**src/rtl/led_breathe_pwm_if.sv**
```systemverilog
`default_nettype none
// ============================================================================
//  Module      : led_breathe_pwm_if
//  Description : Board-side signal bundle for the breathing LED stage.
//                The run enable goes into the stage. The five LED pin drives
//                come out of it.
//  Signals     : EN          run enable (high = run, low = pause)
//                RLED1..4    red LED drives
//                GLED5       green LED drive (lit while holding at full level)
//  Modports    : master - board/controller side (drives EN, observes LEDs)
//                slave  - LED stage side (observes EN, drives LEDs)
//  Revision    : 1.0  initial release
// ============================================================================
interface led_breathe_pwm_if;
    logic EN;
    logic RLED1;
    logic RLED2;
    logic RLED3;
    logic RLED4;
    logic GLED5;

    modport master (
        output EN,
        input  RLED1, RLED2, RLED3, RLED4, GLED5
    );

    modport slave (
        input  EN,
        output RLED1, RLED2, RLED3, RLED4, GLED5
    );
endinterface
`default_nettype wire

```
**src/rtl/led_breathe_pwm.sv**
```systemverilog
`default_nettype none
// ============================================================================
//  Module      : led_breathe_pwm
//  Description : Breathing-brightness LED driver for the iCEstick. A step
//                prescaler clocks a four-state ramp FSM that produces a
//                triangular brightness level L. A free-running PWM counter
//                turns L into four LED duty cycles, plus a green HOLD_HI
//                indicator.
//  Parameters  : PWM_BITS   brightness/PWM resolution, MAX = 2**PWM_BITS-1
//                STEP_DIV   clocks per brightness step (>= 2)
//                HOLD_STEPS steps spent in each hold state (>= 1)
//  Ports       : CLK_IN     system clock, rising edge
//                RST        asynchronous active-high reset
//                led        slave modport: EN in; RLED1..4 and GLED5 out
//                           RLED1 duty L, RLED2 duty MAX-L,
//                           RLED3 duty L>>1, RLED4 duty (MAX-L)>>1
//  Revision    : 1.0  initial release
// ============================================================================
module led_breathe_pwm #(
    parameter int PWM_BITS   = 8,
    parameter int STEP_DIV   = 47000,
    parameter int HOLD_STEPS = 64
) (
    input  wire logic         CLK_IN,
    input  wire logic         RST,
    led_breathe_pwm_if.slave  led
);

    localparam int c_DIV_W  = $clog2(STEP_DIV);
    localparam int c_HOLD_W = (HOLD_STEPS > 1) ? $clog2(HOLD_STEPS) : 1;

    localparam logic [PWM_BITS-1:0] c_MAX       = '1;
    localparam logic [c_DIV_W-1:0]  c_DIV_LAST  = c_DIV_W'(STEP_DIV - 1);
    localparam logic [c_HOLD_W-1:0] c_HOLD_LAST = c_HOLD_W'(HOLD_STEPS - 1);

    typedef enum logic [1:0] {
        S_RAMP_UP   = 2'd0,
        S_HOLD_HI   = 2'd1,
        S_RAMP_DOWN = 2'd2,
        S_HOLD_LO   = 2'd3
    } state_t;

    state_t                r_state;
    state_t                w_state_nxt;
    logic [PWM_BITS-1:0]   r_level;
    logic [PWM_BITS-1:0]   w_level_nxt;
    logic [c_HOLD_W-1:0]   r_hold;
    logic [c_HOLD_W-1:0]   w_hold_nxt;
    logic [c_DIV_W-1:0]    r_div;
    logic [PWM_BITS-1:0]   r_pwm;
    logic [PWM_BITS-1:0]   r_duty1;
    logic [PWM_BITS-1:0]   r_duty2;
    logic [PWM_BITS-1:0]   r_duty3;
    logic [PWM_BITS-1:0]   r_duty4;
    logic [3:0]            r_rled;
    logic                  r_gled;

    logic                  w_tick;
    logic [PWM_BITS-1:0]   w_inv_level;

    // One step per STEP_DIV enabled clocks; a paused clock never ticks, so
    // the prescaler phase survives a pause unchanged.
    assign w_tick      = led.EN && (r_div == c_DIV_LAST);
    assign w_inv_level = c_MAX - r_level;

    // ------------------------------------------------------------------
    // Ramp FSM: state register
    // ------------------------------------------------------------------
    always_ff @(posedge CLK_IN or posedge RST) begin
        if (RST) begin
            r_state <= S_RAMP_UP;
            r_level <= '0;
            r_hold  <= '0;
        end else begin
            r_state <= w_state_nxt;
            r_level <= w_level_nxt;
            r_hold  <= w_hold_nxt;
        end
    end

    // ------------------------------------------------------------------
    // Ramp FSM: next state. Everything moves on a tick only. L saturates
    // because each ramp leaves its state before stepping past 0 or MAX.
    // ------------------------------------------------------------------
    always_comb begin
        w_state_nxt = r_state;
        w_level_nxt = r_level;
        w_hold_nxt  = r_hold;
        if (w_tick) begin
            case (r_state)
                S_RAMP_UP: begin
                    if (r_level == c_MAX) begin
                        w_state_nxt = S_HOLD_HI;
                        w_hold_nxt  = '0;
                    end else begin
                        w_level_nxt = r_level + 1'b1;
                    end
                end
                S_HOLD_HI: begin
                    if (r_hold == c_HOLD_LAST) w_state_nxt = S_RAMP_DOWN;
                    else                       w_hold_nxt  = r_hold + 1'b1;
                end
                S_RAMP_DOWN: begin
                    if (r_level == '0) begin
                        w_state_nxt = S_HOLD_LO;
                        w_hold_nxt  = '0;
                    end else begin
                        w_level_nxt = r_level - 1'b1;
                    end
                end
                S_HOLD_LO: begin
                    if (r_hold == c_HOLD_LAST) w_state_nxt = S_RAMP_UP;
                    else                       w_hold_nxt  = r_hold + 1'b1;
                end
                default: w_state_nxt = S_RAMP_UP;
            endcase
        end
    end

    // ------------------------------------------------------------------
    // Prescaler, PWM counter, duty shadows and registered LED drives.
    // Shadows reload only at the last count of a period, from the pre-tick
    // level, so a level step inside a period never alters that period.
    // ------------------------------------------------------------------
    always_ff @(posedge CLK_IN or posedge RST) begin
        if (RST) begin
            r_div   <= '0;
            r_pwm   <= '0;
            r_duty1 <= '0;
            r_duty2 <= '0;
            r_duty3 <= '0;
            r_duty4 <= '0;
            r_rled  <= '0;
            r_gled  <= 1'b0;
        end else if (led.EN) begin
            r_div <= w_tick ? '0 : r_div + 1'b1;
            r_pwm <= r_pwm + 1'b1;
            if (r_pwm == c_MAX) begin
                r_duty1 <= r_level;
                r_duty2 <= w_inv_level;
                r_duty3 <= r_level >> 1;
                r_duty4 <= w_inv_level >> 1;
            end
            r_rled[0] <= (r_pwm < r_duty1);
            r_rled[1] <= (r_pwm < r_duty2);
            r_rled[2] <= (r_pwm < r_duty3);
            r_rled[3] <= (r_pwm < r_duty4);
            r_gled    <= (r_state == S_HOLD_HI);
        end else begin
            r_rled <= '0;
            r_gled <= 1'b0;
        end
    end

    assign led.RLED1 = r_rled[0];
    assign led.RLED2 = r_rled[1];
    assign led.RLED3 = r_rled[2];
    assign led.RLED4 = r_rled[3];
    assign led.GLED5 = r_gled;

endmodule
`default_nettype wire

```
**src/flat_wrapper.sv**
```systemverilog
// flat-port wrapper written by rule: the top's interface ports become plain ports
module led_breathe_pwm_flat 
#(
    parameter int PWM_BITS   = 8,
    parameter int STEP_DIV   = 47000,
    parameter int HOLD_STEPS = 64
)
  (CLK_IN, RST, led_EN, led_RLED1, led_RLED2, led_RLED3, led_RLED4, led_GLED5);
  led_breathe_pwm_if led_i ();
  input  wire logic CLK_IN;
  input  wire logic RST;
  input wire logic [$bits(led_i.EN)-1:0] led_EN;
  output wire logic [$bits(led_i.RLED1)-1:0] led_RLED1;
  output wire logic [$bits(led_i.RLED2)-1:0] led_RLED2;
  output wire logic [$bits(led_i.RLED3)-1:0] led_RLED3;
  output wire logic [$bits(led_i.RLED4)-1:0] led_RLED4;
  output wire logic [$bits(led_i.GLED5)-1:0] led_GLED5;
  assign led_i.EN = led_EN;
  assign led_RLED1 = led_i.RLED1;
  assign led_RLED2 = led_i.RLED2;
  assign led_RLED3 = led_i.RLED3;
  assign led_RLED4 = led_i.RLED4;
  assign led_GLED5 = led_i.GLED5;
  led_breathe_pwm #(.PWM_BITS(PWM_BITS), .STEP_DIV(STEP_DIV), .HOLD_STEPS(HOLD_STEPS)) u_core (.CLK_IN(CLK_IN), .RST(RST), .led(led_i));
endmodule
```
**config.mk**
```make
export PLATFORM = sky130hd
export DESIGN_NAME = led_breathe_pwm_flat
export DESIGN_NICKNAME = d
export VERILOG_FILES = /design/src/rtl/led_breathe_pwm_if.sv /design/src/rtl/led_breathe_pwm.sv /design/src/flat_wrapper.sv
export SDC_FILE = /design/constraint.sdc
export NUM_CORES = 1
export LEC_CHECK = 0
export BUFFER_PORTS_ARGS = -buffer_cell sky130_fd_sc_hd__buf_2
export CELL_PAD_IN_SITES_DETAIL_PLACEMENT = 0
export CELL_PAD_IN_SITES_GLOBAL_PLACEMENT = 1
export CORE_MARGIN = 10
export CORE_UTILIZATION = 49
export CTS_CLUSTER_SIZE = 12
export DETAILED_ROUTE_END_ITERATION = 12
export HOLD_SLACK_MARGIN = 0.02
export PLACE_DENSITY_LB_ADDON = 0.1
export SYNTH_ARGS = -nofsm -noshare
export SYNTH_HDL_FRONTEND = slang
export SYNTH_SLANG_ARGS = --single-unit
```
**constraint.sdc**
```tcl
create_clock -name CLK_IN -period 3.3 [get_ports CLK_IN]
set_input_delay 0.495 -clock CLK_IN [delete_from_list [all_inputs] [get_ports CLK_IN]]
set_output_delay 0.495 -clock CLK_IN [all_outputs]
set_load 0.05 [all_outputs]
```
==> run_results.csv <==
group,metric,value,unit
critical_path,crit_path_start_kind,"register",
timing,tightestPinTransition,0.631,ns
critical_path,cpLargestDelayFamily,"compound AO/OA/AOI/OAI gates",
critical_path,path_buf_inv,2,
power,peakVddDrop,0.000203,V
timing,fin_skew,0.00572,ns
floorplanning,die-area,11100,um^2
critical_path,cp_data_required_time,3.51,ns
critical_path,slowest_delay,0.40,ns
timing,setup_viol,0,
yosys,ys_types,44,
grt,grt_pass1_vias,2515,
clock_network,cts_tree,"yes",
clock_network,cts_hold_buf,0,
routing,drtPass1Iterations,4,
critical_path,path_cells,"inv_1 -> ha_1 -> buf_4 -> xor2_1 -> ha_1 -> or3_1 -> a21oi_1 -> nor3_1 -> a41oi_1 -> a21oi_1 -> xor2_1",
critical_path,crit_fanout,16,
grt,grtUsageTotal,13.3,%
placed_design,gp_congestion,0.832,
power,p_leak,1.89,nW
yosys,ys.flop_type,"dfrtp_1",
power,seqPwrFrac,46.9,%
placed_design,hpwl,4970,um
timing,fin_crit_sh,73.7,%
clock_network,cts.sinks,61,
job,cap_violations,0,
clock_network,clk_pin_slew,0.07,ns
timing,hold_violations,0,
worst_hold_path,hold_class,"input port to async pin",
routing,drt_wl_total,6760,um
yosys,syn_avg_cell_area,9.60,um^2
yosys,syn_area,3580,um^2
critical_path,cp.arrival,2.64,ns
power,power_switching,0.646,mW
cells_and_area,fin_cells,486,
floorplanning,initial_core_util,49.9,%
clock_network,cts_buffers,9,
outcome,status,"finished clean",
yosys,syn_nets,411,
power,powerDensity,535,nW/um^2
floorplanning,core_region_area,7180,um^2
power,power,2.10,mW
floorplanning,io_pins,8,
power,pwr-share-clk,32.3,%
timing,rsz0062_at_grt,"false",
placed_design,placed_cells,472,
cells_and_area,area_delta_synth_final,9.47,%
timing,fin_crit,2.43,ns
clock_network,clk_latency,0.33,ns
critical_path,endpoint_kind,"register",
clock_network,post-cts-setup-buffer-count,0,
clock_network,htreeDepth,3,
floorplanning,fp.dieW,106,um
yosys,synth_top_area_share,42.6,%
critical_path,setup.worst_path.class,"register to register",
timing,fin_tns_setup,0,ns
floorplanning,rows,31,
yosys,async_reset_ff_share,100,%
routing,avgViaCountPerCell,5.26,
yosys,yosys_register_bits,61,
routing,vias,2555,
clock_network,clock-root-buffer,"clkbuf_8",
timing,fmax,411,MHz
yosys,seq_area_frac_synth,42.6,%
yosys,synth.top_cells.by_area,"dfrtp_1 43%, ha_1 12%, xnor2_1 4.9%",
clock_network,clock_path_buffers,2,
cells_and_area,fill_cells,640,
power,power_switching_share,30.8,%
cells_and_area,drive_gt1_share,9.04,%
critical_path,cp_slowest_cell,"dfrtp_1",
placed_design,portBuffers,7,
timing,holdWs,0.179,ns
power,internal_power,1.45,mW
grt,grt_max_degree,27,
power,combinationalPowerShare,20.7,%
timing,slew_viol_final,0,
grt,antenna_found_initial,0,
grt,grt_pass1_wl,12200,um
routing,drc_errors,0,
floorplanning,fp.dieH,106,um
clock_network,cts-resized-gates,0,
yosys,synth_edf_count,0,
routing,wl_per_cell,13.9,um
yosys,ys_warn_count,0,
cells_and_area,fin_nets,422,
routing,drt_iter0_markers,81,
yosys,syn_inst,373,
routing,ant_nets,0,
cells_and_area,antenna_cells,0,
timing,relSlewSlack,57.6,%
grt,grt_overflow_total,0,
yosys,synth_area_leader_cell,"dfrtp_1",
-- worst reg2reg max path: stages, from the launching register on --
cell and delay, ns:
dfrtp_1 0.40, inv_1 0.10, ha_1 0.20, buf_4 0.18
xor2_1 0.15, ha_1 0.22, or3_1 0.31, a21oi_1 0.19
nor3_1 0.11, a41oi_1 0.21, a21oi_1 0.10, xor2_1 0.16
-- cells by family (layout without fill, tap and decap cells) --
logic type               count (synthesis)  in the layout  synth area share [%]
XOR/XNOR                                35             35                  8.56
flip-flops                              61             61                  42.6
adder cells (fa/ha/maj)                 35             35                  12.2
multiplexers                             3              3                 0.943
AO/OA/AOI/OAI                           68             68                  12.2
buffers and inverters                   36             50                  3.98
AND/OR/NAND/NOR                        135            135                  19.5
-- cell usage in the layout, fill, tap and decap left out, types with 2 or more instances in the layout --
master and n:
a31oi_1 3, nor3b_1 3, o21ai_0 18, nor4_1 2
xnor2_1 20, a21oi_1 13, o211a_1 2, and3_1 7
nand2_1 40, inv_1 24, a211o_1 2, nand2b_1 4
nand3_1 7, nor2_1 42, nor4b_2 3, a211oi_1 2
nand4_1 9, dfrtp_1 61, nor3_1 4, a21boi_1 2
mux2_2 3, ha_1 35, o21ai_1 11, o211ai_1 2
xor2_1 15, o22ai_1 2, clkbuf_8 12, nor2b_1 3
a21o_1 6, buf_2 7, buf_4 4, or4_1 2
nand4bb_1 2
-- worst paths after layout --
kind	cells past startpoint	startpoint	to	slack, ns
max in group asynchronous	3	RST	u_core.r_duty1[0]	2.41
min in group CLK_IN	2	u_core.r_duty1[0]	u_core.r_duty1[0]	0.48
max	11	u_core.r_state[0]	u_core.r_level[6]	0.87
min reg2reg	2	u_core.r_duty1[0]	u_core.r_duty1[0]	0.48
max reg2reg	11	u_core.r_state[0]	u_core.r_level[6]	0.87
min	2	RST	u_core.r_div[9]	0.18
-- metrics by stage --
stage	utilization (%)	setup WS, ns	area (um^2)
5_1_grt	54.6	0.669	3920
4_1_cts	54.6	0.859	3920
6_report	54.6	0.868	3920
3_3_place_gp	51.9	0.937	3720
3_5_place_dp	51.9	0.874	3720
2_1_floorplan	-	0.822	3580
-- synth_stat cells, types with 9 or more instances --
cell type / count
nand2_1: 40
o21ai_1: 11
nand4_1: 9
o21ai_0: 18
inv_1: 25
a21oi_1: 13
ha_1: 35
xor2_1: 15
xnor2_1: 20
nor2_1: 42
clkbuf_1: 10
dfrtp_1: 61
-- flip-flops by register name, summed over array words and instances (netlist names) --
register          cells
u_core.r_state        2
u_core.r_duty2        8
u_core.r_pwm          8
u_core.r_div         16
u_core.r_hold         6
u_core.r_rled         4
u_core.r_duty1        8
u_core.led.GLED5      1
u_core.r_level        8
-- per-layer routing --
metal,GRT usage (%),vias up,wire [um],part of all wire [%]
met5,0,-,0,0
met4,6.38,0,81,1.2
met3,2.56,7,171,2.5
met2,20.5,32,3020,45
met1,17.7,1206,3490,52
li1,-,1310,-,-
-- final cells by class --
cell class	instances	area, um^2	area share, %
multi-input combinational	276	1910	48.8
sequential	61	1530	38.9
clock buffer	13	169	4.31
tap	99	124	3.16
inverter	25	93.8	2.39
timing repair buffer	11	65.1	1.66
clock inverter	1	30.0	0.766
-- power by group through the flow --
stage	clock network [mW]	registers [mW]	logic [mW]
after floorplan	0	0.987	0.327
after global placement	0	1.00	0.429
after detailed placement	0	1.00	0.441
after CTS	0.694	0.987	0.445
after global routing	0.727	1.00	0.523
final	0.678	0.985	0.435
Note: power is estimated with default switching activity, not from simulation.
